## config.mk

```make
export PLATFORM = sky130hd
export DESIGN_NAME = ysyx_22040759_pipe_ctrl_flat
export DESIGN_NICKNAME = d
export VERILOG_FILES = /design/src/rtl/ysyx_22040759_pipe_ctrl_if.sv /design/src/rtl/ysyx_22040759_pipe_ctrl.sv /design/src/flat_wrapper.sv
export SDC_FILE = /design/constraint.sdc
export NUM_CORES = 1
export LEC_CHECK = 0
export ABC_AREA = 0
export CORE_AREA = 8 8 90 60
export DETAILED_ROUTE_END_ITERATION = 10
export DIE_AREA = 0 0 98 68
export GPL_TIMING_DRIVEN = 0
export HOLD_SLACK_MARGIN = 0.15
export PLACE_DENSITY = 0.79
export RECOVER_POWER = 50
export SKIP_LAST_GASP = 1
export SLEW_MARGIN = 20
export SYNTH_ARGS = -nofsm -noshare
export SYNTH_HDL_FRONTEND = slang
export SYNTH_SLANG_ARGS = --single-unit
```

## constraint.sdc

```tcl
create_clock -name clk -period 11.05 [get_ports clk]
set_clock_uncertainty 0.2 [all_clocks]
set_input_delay 2.21 -clock clk [delete_from_list [all_inputs] [get_ports clk]]
set_output_delay 2.21 -clock clk [all_outputs]
set_load 0.03 [all_outputs]
```

## src/rtl/ysyx_22040759_pipe_ctrl_if.sv

```systemverilog
// Pipeline hazard bus between the core stages and the stall/flush sequencer.
// The pipeline (master) reports hazard causes; the sequencer (slave) returns
// per-register hold/bubble controls and status.
interface ysyx_22040759_pipe_ctrl_if #(
  parameter int CNT_W = 32
);
  logic [4:0]       id_rs1;
  logic [4:0]       id_rs2;
  logic             id_rs1_ren;
  logic             id_rs2_ren;
  logic [4:0]       ex_rd;
  logic             ex_memread;
  logic             ex_md_start;
  logic             md_done;
  logic             if_busy;
  logic             mem_busy;
  logic             ex_redirect;
  logic             pc_stall;
  logic             ifid_stall;
  logic             idex_stall;
  logic             exmem_stall;
  logic             ifid_flush;
  logic             idex_flush;
  logic             exmem_flush;
  logic             md_busy;
  logic [CNT_W-1:0] stall_cnt;

  modport master (
    output id_rs1, id_rs2, id_rs1_ren, id_rs2_ren, ex_rd, ex_memread,
           ex_md_start, md_done, if_busy, mem_busy, ex_redirect,
    input  pc_stall, ifid_stall, idex_stall, exmem_stall,
           ifid_flush, idex_flush, exmem_flush, md_busy, stall_cnt
  );

  modport slave (
    input  id_rs1, id_rs2, id_rs1_ren, id_rs2_ren, ex_rd, ex_memread,
           ex_md_start, md_done, if_busy, mem_busy, ex_redirect,
    output pc_stall, ifid_stall, idex_stall, exmem_stall,
           ifid_flush, idex_flush, exmem_flush, md_busy, stall_cnt
  );
endinterface

```

## src/rtl/ysyx_22040759_pipe_ctrl.sv

```systemverilog
// Central stall/flush sequencer for the 5-stage pipeline. Merges bus wait,
// mul/div wait, load-use, fetch wait and branch redirect into prioritised
// hold/bubble controls, tracks an in-flight mul/div and a redirect that
// landed on an outstanding fetch, and counts PC stall cycles.
module ysyx_22040759_pipe_ctrl #(
  parameter int CNT_W = 32
) (
  input logic                      clk,
  input logic                      rst,
  ysyx_22040759_pipe_ctrl_if.slave bus
);

  typedef enum logic {RUN = 1'b0, MD_WAIT = 1'b1} state_e;

  state_e           state_q, state_d;
  logic             redir_pend_q, redir_pend_d;
  logic [CNT_W-1:0] stall_cnt_q, stall_cnt_d;

  logic md_wait;
  logic load_use;
  logic redir_ok;
  logic rs1_hit;
  logic rs2_hit;

  logic pc_stall_c, ifid_stall_c, idex_stall_c, exmem_stall_c;
  logic ifid_flush_c, idex_flush_c, exmem_flush_c, md_busy_c;

  // The mul/div is blocking the pipe unless its result arrives this cycle.
  assign md_wait  = ((state_q == RUN) & bus.ex_md_start & ~bus.md_done)
                  | ((state_q == MD_WAIT) & ~bus.md_done);
  assign rs1_hit  = bus.id_rs1_ren & (bus.id_rs1 == bus.ex_rd);
  assign rs2_hit  = bus.id_rs2_ren & (bus.id_rs2 == bus.ex_rd);
  assign load_use = bus.ex_memread & (bus.ex_rd != 5'd0) & (rs1_hit | rs2_hit);
  // A redirect held in EX is only taken once nothing older is stalling.
  assign redir_ok = bus.ex_redirect & ~bus.mem_busy & ~md_wait;

  // State, pending-redirect flag and stall counter registers
  always_ff @(posedge clk) begin
    if (rst) begin
      state_q      <= RUN;
      redir_pend_q <= 1'b0;
      stall_cnt_q  <= '0;
    end else begin
      state_q      <= state_d;
      redir_pend_q <= redir_pend_d;
      stall_cnt_q  <= stall_cnt_d;
    end
  end

  // Mul/div tracking FSM next state; a 1-cycle op never leaves RUN
  always_comb begin
    state_d = state_q;
    case (state_q)
      RUN:     if (bus.ex_md_start && !bus.mem_busy && !bus.md_done) state_d = MD_WAIT;
      MD_WAIT: if (bus.md_done) state_d = RUN;
      default: state_d = RUN;
    endcase
  end

  // Pending flag remembers a killed fetch whose stale instruction must be
  // dropped when it returns; counter accumulates PC stall cycles
  always_comb begin
    redir_pend_d = redir_pend_q;
    if (redir_ok && bus.if_busy) begin
      redir_pend_d = 1'b1;
    end else if (!bus.if_busy) begin
      redir_pend_d = 1'b0;
    end
    stall_cnt_d = stall_cnt_q + CNT_W'(pc_stall_c);
  end

  // Prioritised stall/flush decode; reset forces everything low
  always_comb begin
    pc_stall_c    = 1'b0;
    ifid_stall_c  = 1'b0;
    idex_stall_c  = 1'b0;
    exmem_stall_c = 1'b0;
    ifid_flush_c  = 1'b0;
    idex_flush_c  = 1'b0;
    exmem_flush_c = 1'b0;
    md_busy_c     = 1'b0;
    if (!rst) begin
      md_busy_c = (state_q == MD_WAIT);
      if (bus.mem_busy) begin
        pc_stall_c    = 1'b1;
        ifid_stall_c  = 1'b1;
        idex_stall_c  = 1'b1;
        exmem_stall_c = 1'b1;
      end else if (md_wait) begin
        pc_stall_c    = 1'b1;
        ifid_stall_c  = 1'b1;
        idex_stall_c  = 1'b1;
        exmem_flush_c = 1'b1;
      end else if (redir_ok) begin
        ifid_flush_c  = 1'b1;
        idex_flush_c  = 1'b1;
      end else if (load_use) begin
        pc_stall_c    = 1'b1;
        ifid_stall_c  = 1'b1;
        idex_flush_c  = 1'b1;
      end else if (bus.if_busy) begin
        pc_stall_c    = 1'b1;
        ifid_flush_c  = 1'b1;
      end else if (redir_pend_q) begin
        ifid_flush_c  = 1'b1;
      end
    end
  end

  assign bus.pc_stall    = pc_stall_c;
  assign bus.ifid_stall  = ifid_stall_c;
  assign bus.idex_stall  = idex_stall_c;
  assign bus.exmem_stall = exmem_stall_c;
  assign bus.ifid_flush  = ifid_flush_c;
  assign bus.idex_flush  = idex_flush_c;
  assign bus.exmem_flush = exmem_flush_c;
  assign bus.md_busy     = md_busy_c;
  assign bus.stall_cnt   = stall_cnt_q;

endmodule
```

## src/flat_wrapper.sv

```systemverilog
// flat-port wrapper written by rule: the top's interface ports become plain ports
module ysyx_22040759_pipe_ctrl_flat 
#(
  parameter int CNT_W = 32
)
  (clk, rst, bus_id_rs1, bus_id_rs2, bus_id_rs1_ren, bus_id_rs2_ren, bus_ex_rd, bus_ex_memread, bus_ex_md_start, bus_md_done, bus_if_busy, bus_mem_busy, bus_ex_redirect, bus_pc_stall, bus_ifid_stall, bus_idex_stall, bus_exmem_stall, bus_ifid_flush, bus_idex_flush, bus_exmem_flush, bus_md_busy, bus_stall_cnt);
  ysyx_22040759_pipe_ctrl_if #(.CNT_W(CNT_W)) bus_i ();
  input logic clk;
  input logic rst;
  input wire logic [$bits(bus_i.id_rs1)-1:0] bus_id_rs1;
  input wire logic [$bits(bus_i.id_rs2)-1:0] bus_id_rs2;
  input wire logic [$bits(bus_i.id_rs1_ren)-1:0] bus_id_rs1_ren;
  input wire logic [$bits(bus_i.id_rs2_ren)-1:0] bus_id_rs2_ren;
  input wire logic [$bits(bus_i.ex_rd)-1:0] bus_ex_rd;
  input wire logic [$bits(bus_i.ex_memread)-1:0] bus_ex_memread;
  input wire logic [$bits(bus_i.ex_md_start)-1:0] bus_ex_md_start;
  input wire logic [$bits(bus_i.md_done)-1:0] bus_md_done;
  input wire logic [$bits(bus_i.if_busy)-1:0] bus_if_busy;
  input wire logic [$bits(bus_i.mem_busy)-1:0] bus_mem_busy;
  input wire logic [$bits(bus_i.ex_redirect)-1:0] bus_ex_redirect;
  output wire logic [$bits(bus_i.pc_stall)-1:0] bus_pc_stall;
  output wire logic [$bits(bus_i.ifid_stall)-1:0] bus_ifid_stall;
  output wire logic [$bits(bus_i.idex_stall)-1:0] bus_idex_stall;
  output wire logic [$bits(bus_i.exmem_stall)-1:0] bus_exmem_stall;
  output wire logic [$bits(bus_i.ifid_flush)-1:0] bus_ifid_flush;
  output wire logic [$bits(bus_i.idex_flush)-1:0] bus_idex_flush;
  output wire logic [$bits(bus_i.exmem_flush)-1:0] bus_exmem_flush;
  output wire logic [$bits(bus_i.md_busy)-1:0] bus_md_busy;
  output wire logic [$bits(bus_i.stall_cnt)-1:0] bus_stall_cnt;
  assign bus_i.id_rs1 = bus_id_rs1;
  assign bus_i.id_rs2 = bus_id_rs2;
  assign bus_i.id_rs1_ren = bus_id_rs1_ren;
  assign bus_i.id_rs2_ren = bus_id_rs2_ren;
  assign bus_i.ex_rd = bus_ex_rd;
  assign bus_i.ex_memread = bus_ex_memread;
  assign bus_i.ex_md_start = bus_ex_md_start;
  assign bus_i.md_done = bus_md_done;
  assign bus_i.if_busy = bus_if_busy;
  assign bus_i.mem_busy = bus_mem_busy;
  assign bus_i.ex_redirect = bus_ex_redirect;
  assign bus_pc_stall = bus_i.pc_stall;
  assign bus_ifid_stall = bus_i.ifid_stall;
  assign bus_idex_stall = bus_i.idex_stall;
  assign bus_exmem_stall = bus_i.exmem_stall;
  assign bus_ifid_flush = bus_i.ifid_flush;
  assign bus_idex_flush = bus_i.idex_flush;
  assign bus_exmem_flush = bus_i.exmem_flush;
  assign bus_md_busy = bus_i.md_busy;
  assign bus_stall_cnt = bus_i.stall_cnt;
  ysyx_22040759_pipe_ctrl #(.CNT_W(CNT_W)) u_core (.clk(clk), .rst(rst), .bus(bus_i));
endmodule
```

==> flow_metrics.py <==
metrics = {
    "status": {
        "status": "finished clean",
    },
    "setup_path": {
        "worstPathRequired_ns": 8.64,
        "end_kind": "primary output",
        "worstSetupPathType": "in -> out",
        "arrival_ns": 4.60,
        "cp-start-kind": "input port",
        "path_max_fanout": 3,
        "reg2reg_from": "u_core.state_q",
        "timing.rr.end": "u_core.bus.stall_cnt[26]",
        "r2r_cells": 10,
        "reg2reg_setup_slack_ns": 7.80,
    },
    "power": {
        "p_int_uw": 191,
        "p_comb_share_pct": 13.0,
        "switching_power_uw": 62.5,
        "pwr-share-clk_pct": 37.7,
        "p_per_area_mw_per_mm2": 95.4,
        "totalPowerFinal_uw": 253,
        "ir_drop_mv": 0.0437,
        "p_seq_share_pct": 49.3,
        "power.leakage_uw": 0.00102,
        "switching_share_pct": 24.7,
    },
    "synthesis": {
        "yosys_warnings": 0,
        "synth-seq-area-share_pct": 36.5,
        "synth_cell_types": 43,
        "synthCells": 222,
        "syn_area_mm2": 0.00186,
        "synth.net_count": 249,
        "syn_area_per_cell_um2": 8.40,
        "ys_ff_latch": 34,
    },
    "sta": {
        "max_freq_mhz": 143,
        "hold_viol": 0,
        "fin_crit_ns": 7.01,
        "tns_ns": 0,
        "slew_headroom_pct": 63.5,
        "whs_ns": 0.277,
        "rsz0062_at_grt": "false",
        "setup_violations": 0,
        "fin_crit_sh_pct": 63.5,
        "drv_slew": 0,
        "tightest_slew_ns": 0.548,
    },
    "layout": {
        "syn2layout_area_growth_pct": 42.2,
        "layout_commonest_cell": "dfxtp_1",
        "fin_util_pct": 63.0,
        "final_cell_mix": "dfxtp_1, dlygate4sd3_1, nor2_1",
        "drive_above_1_share_pct": 9.90,
        "antenna_cells": 0,
        "fill_cells": 374,
        "layout.nets": 319,
        "final_area_mm2": 0.00265,
    },
    "floorplanning": {
        "die_w_um": 98,
        "initial_utilization_pct": 44.3,
        "io_pins": 65,
        "core_mm2": 0.00421,
        "num_rows": 19,
        "die_y_um": 68,
        "dieArea_mm2": 0.00666,
    },
    "routing": {
        "drtIter0Drc": 123,
        "wl_per_cell_um": 14.2,
        "drc_errors": 0,
        "via_count": 1818,
        "firstDrtPassIters": 4,
        "antenna_left": 0,
        "totalWireLength_mm": 4.90,
        "drt-vias-per-instance": 5.27,
    },
    "grt": {
        "grt_use_total_pct": 14.7,
        "grt-ovfl-total": 0,
        "antenna_found_initial": 0,
        "grt_max_degree": 11,
        "grt_first_pass_wirelength_mm": 8.07,
        "grt_pass1_vias": 1746,
    },
    "clock_tree": {
        "clockBufferDepth": 2,
        "cts.sinks": 34,
        "ctsResizeCount": 0,
        "cts_hold_buf": 0,
        "cts-root-buf": "clkbuf_8",
        "clkTransAtPathRegs_ns": 0.07,
        "cts-buffers-inserted": 5,
        "cts_tree": "built",
        "htreeDepth": 2,
        "post_cts_buffers": 0,
        "clkLatencyLatePin_ns": 0.28,
    },
    "placement": {
        "gp_congestion": 0.775,
        "io_buffers": 63,
        "dpl_cell_area_mm2": 0.00256,
        "dp_hpwl_mm": 3.77,
    },
    "hold_path": {
        "hold_end": "u_core.state_q",
        "whs_path_depth": 1,
        "min-delay-start": "u_core.state_q",
        "hold_class": "reg -> reg",
    },
    "run": {
        "maxCapViolCount": 0,
    },
}
## flip-flops by register name, indices dropped and copies added, names as in the netlist
signal	count
u_core.state_q	1
u_core.redir_pend_q	1
u_core.bus.stall_cnt	32
## per-stage QoR
stage / cells / setup WS, ns
after floorplan: 222 / 5.13
after global placement: 337 / 4.19
after detailed placement: 337 / 4.17
after CTS: 345 / 4.16
after global routing: 345 / 3.92
final: 345 / 4.04
## critical path, stage by stage
cell and delay [ns]:
dlygate4sd3_1 0.59, or4_1 0.54, o21ai_0 0.27, or3_1 0.17
o221ai_1 0.16, clkdlybuf4s50_1 0.65
## synth_stat cells, drive strengths merged
cell type / number / area [um^2]
o21a: 1 / 7.51
nand2b: 1 / 6.26
mux2: 11 / 124
a21oi: 6 / 30.0
o21ba: 1 / 10.0
o31ai: 2 / 15.0
nor3b: 2 / 15.0
a21o: 1 / 7.51
nand4b: 2 / 17.5
nor4: 6 / 43.8
or4: 5 / 41.3
clkbuf: 7 / 27.5
inv: 8 / 30.0
xor2: 13 / 114
nor2: 31 / 116
or3: 5 / 32.5
ha: 2 / 25.0
o21ai: 6 / 30.0
and4: 3 / 27.5
o221ai: 1 / 8.76
a32oi: 1 / 8.76
nand4: 6 / 50.0
nor3: 14 / 70.1
nand3: 9 / 50.1
nor2b: 13 / 81.3
buf: 3 / 18.8
or3b: 1 / 8.76
dfxtp: 34 / 681
or2: 1 / 6.26
o22ai: 1 / 6.26
nand2: 12 / 45.0
o31a: 1 / 8.76
and3: 1 / 6.26
xnor2: 10 / 87.6
and2: 1 / 6.26
## metal layers
metal	track usage (%)	routed length, um	up-vias
met5	0	0	-
met4	5.59	51	0
met3	5.48	398	5
met2	24.4	2190	56
met1	17.4	2260	843
li1	-	-	914
## kinds of logic (layout without fill, tap and decap cells)
| family | Yosys count | count (layout) | synth area share, % |
|---|---|---|---|
| xor gates and xnor gates | 23 | 23 | 10.8 |
| muxes | 11 | 11 | 6.64 |
| adders and majority gates | 2 | 2 | 1.34 |
| DFF | 34 | 34 | 36.5 |
| buffers and inverters | 18 | 89 | 4.09 |
| and+or+nand+nor | 113 | 113 | 33.5 |
| AOI/OAI and AO/OA | 21 | 21 | 7.11 |
## how the worst max path moves through the flow
stage | startpoint | endpoint | slack [ns]
finish | bus_ex_rd[1] | bus_pc_stall | 4.04
global placement | bus_ex_rd[1] | bus_pc_stall | 4.19
detailed placement | bus_ex_rd[1] | bus_pc_stall | 4.17
floorplan | bus_ex_rd[2] | bus_idex_flush | 5.13
global route | bus_ex_rd[1] | bus_pc_stall | 3.92
CTS | bus_ex_rd[1] | bus_pc_stall | 4.16
## power by group through the flow
| stage | Combinational (uW) | Sequential, uW | Clock, uW |
|---|---|---|---|
| 5_1_grt | 36.0 | 125 | 104 |
| 2_1_floorplan | 14.6 | 129 | 0 |
| 3_5_place_dp | 33.7 | 128 | 0 |
| 6_report | 33.0 | 125 | 95.3 |
| 3_3_place_gp | 33.2 | 127 | 0 |
| 4_1_cts | 33.9 | 125 | 97.3 |
## cell type report
type	instances	area, um^2	area share (%)
Tap cell	52	65.1	2.45
Inverter	8	30.0	1.13
Buffer	10	46.3	1.75
Multi-Input combinational cell	170	1110	41.8
Clock buffer	7	86.3	3.26
Sequential cell	34	681	25.7
Clock inverter	1	5.00	0.189
Timing Repair Buffer	63	631	23.8
Note: power is estimated with default switching activity, not from simulation.
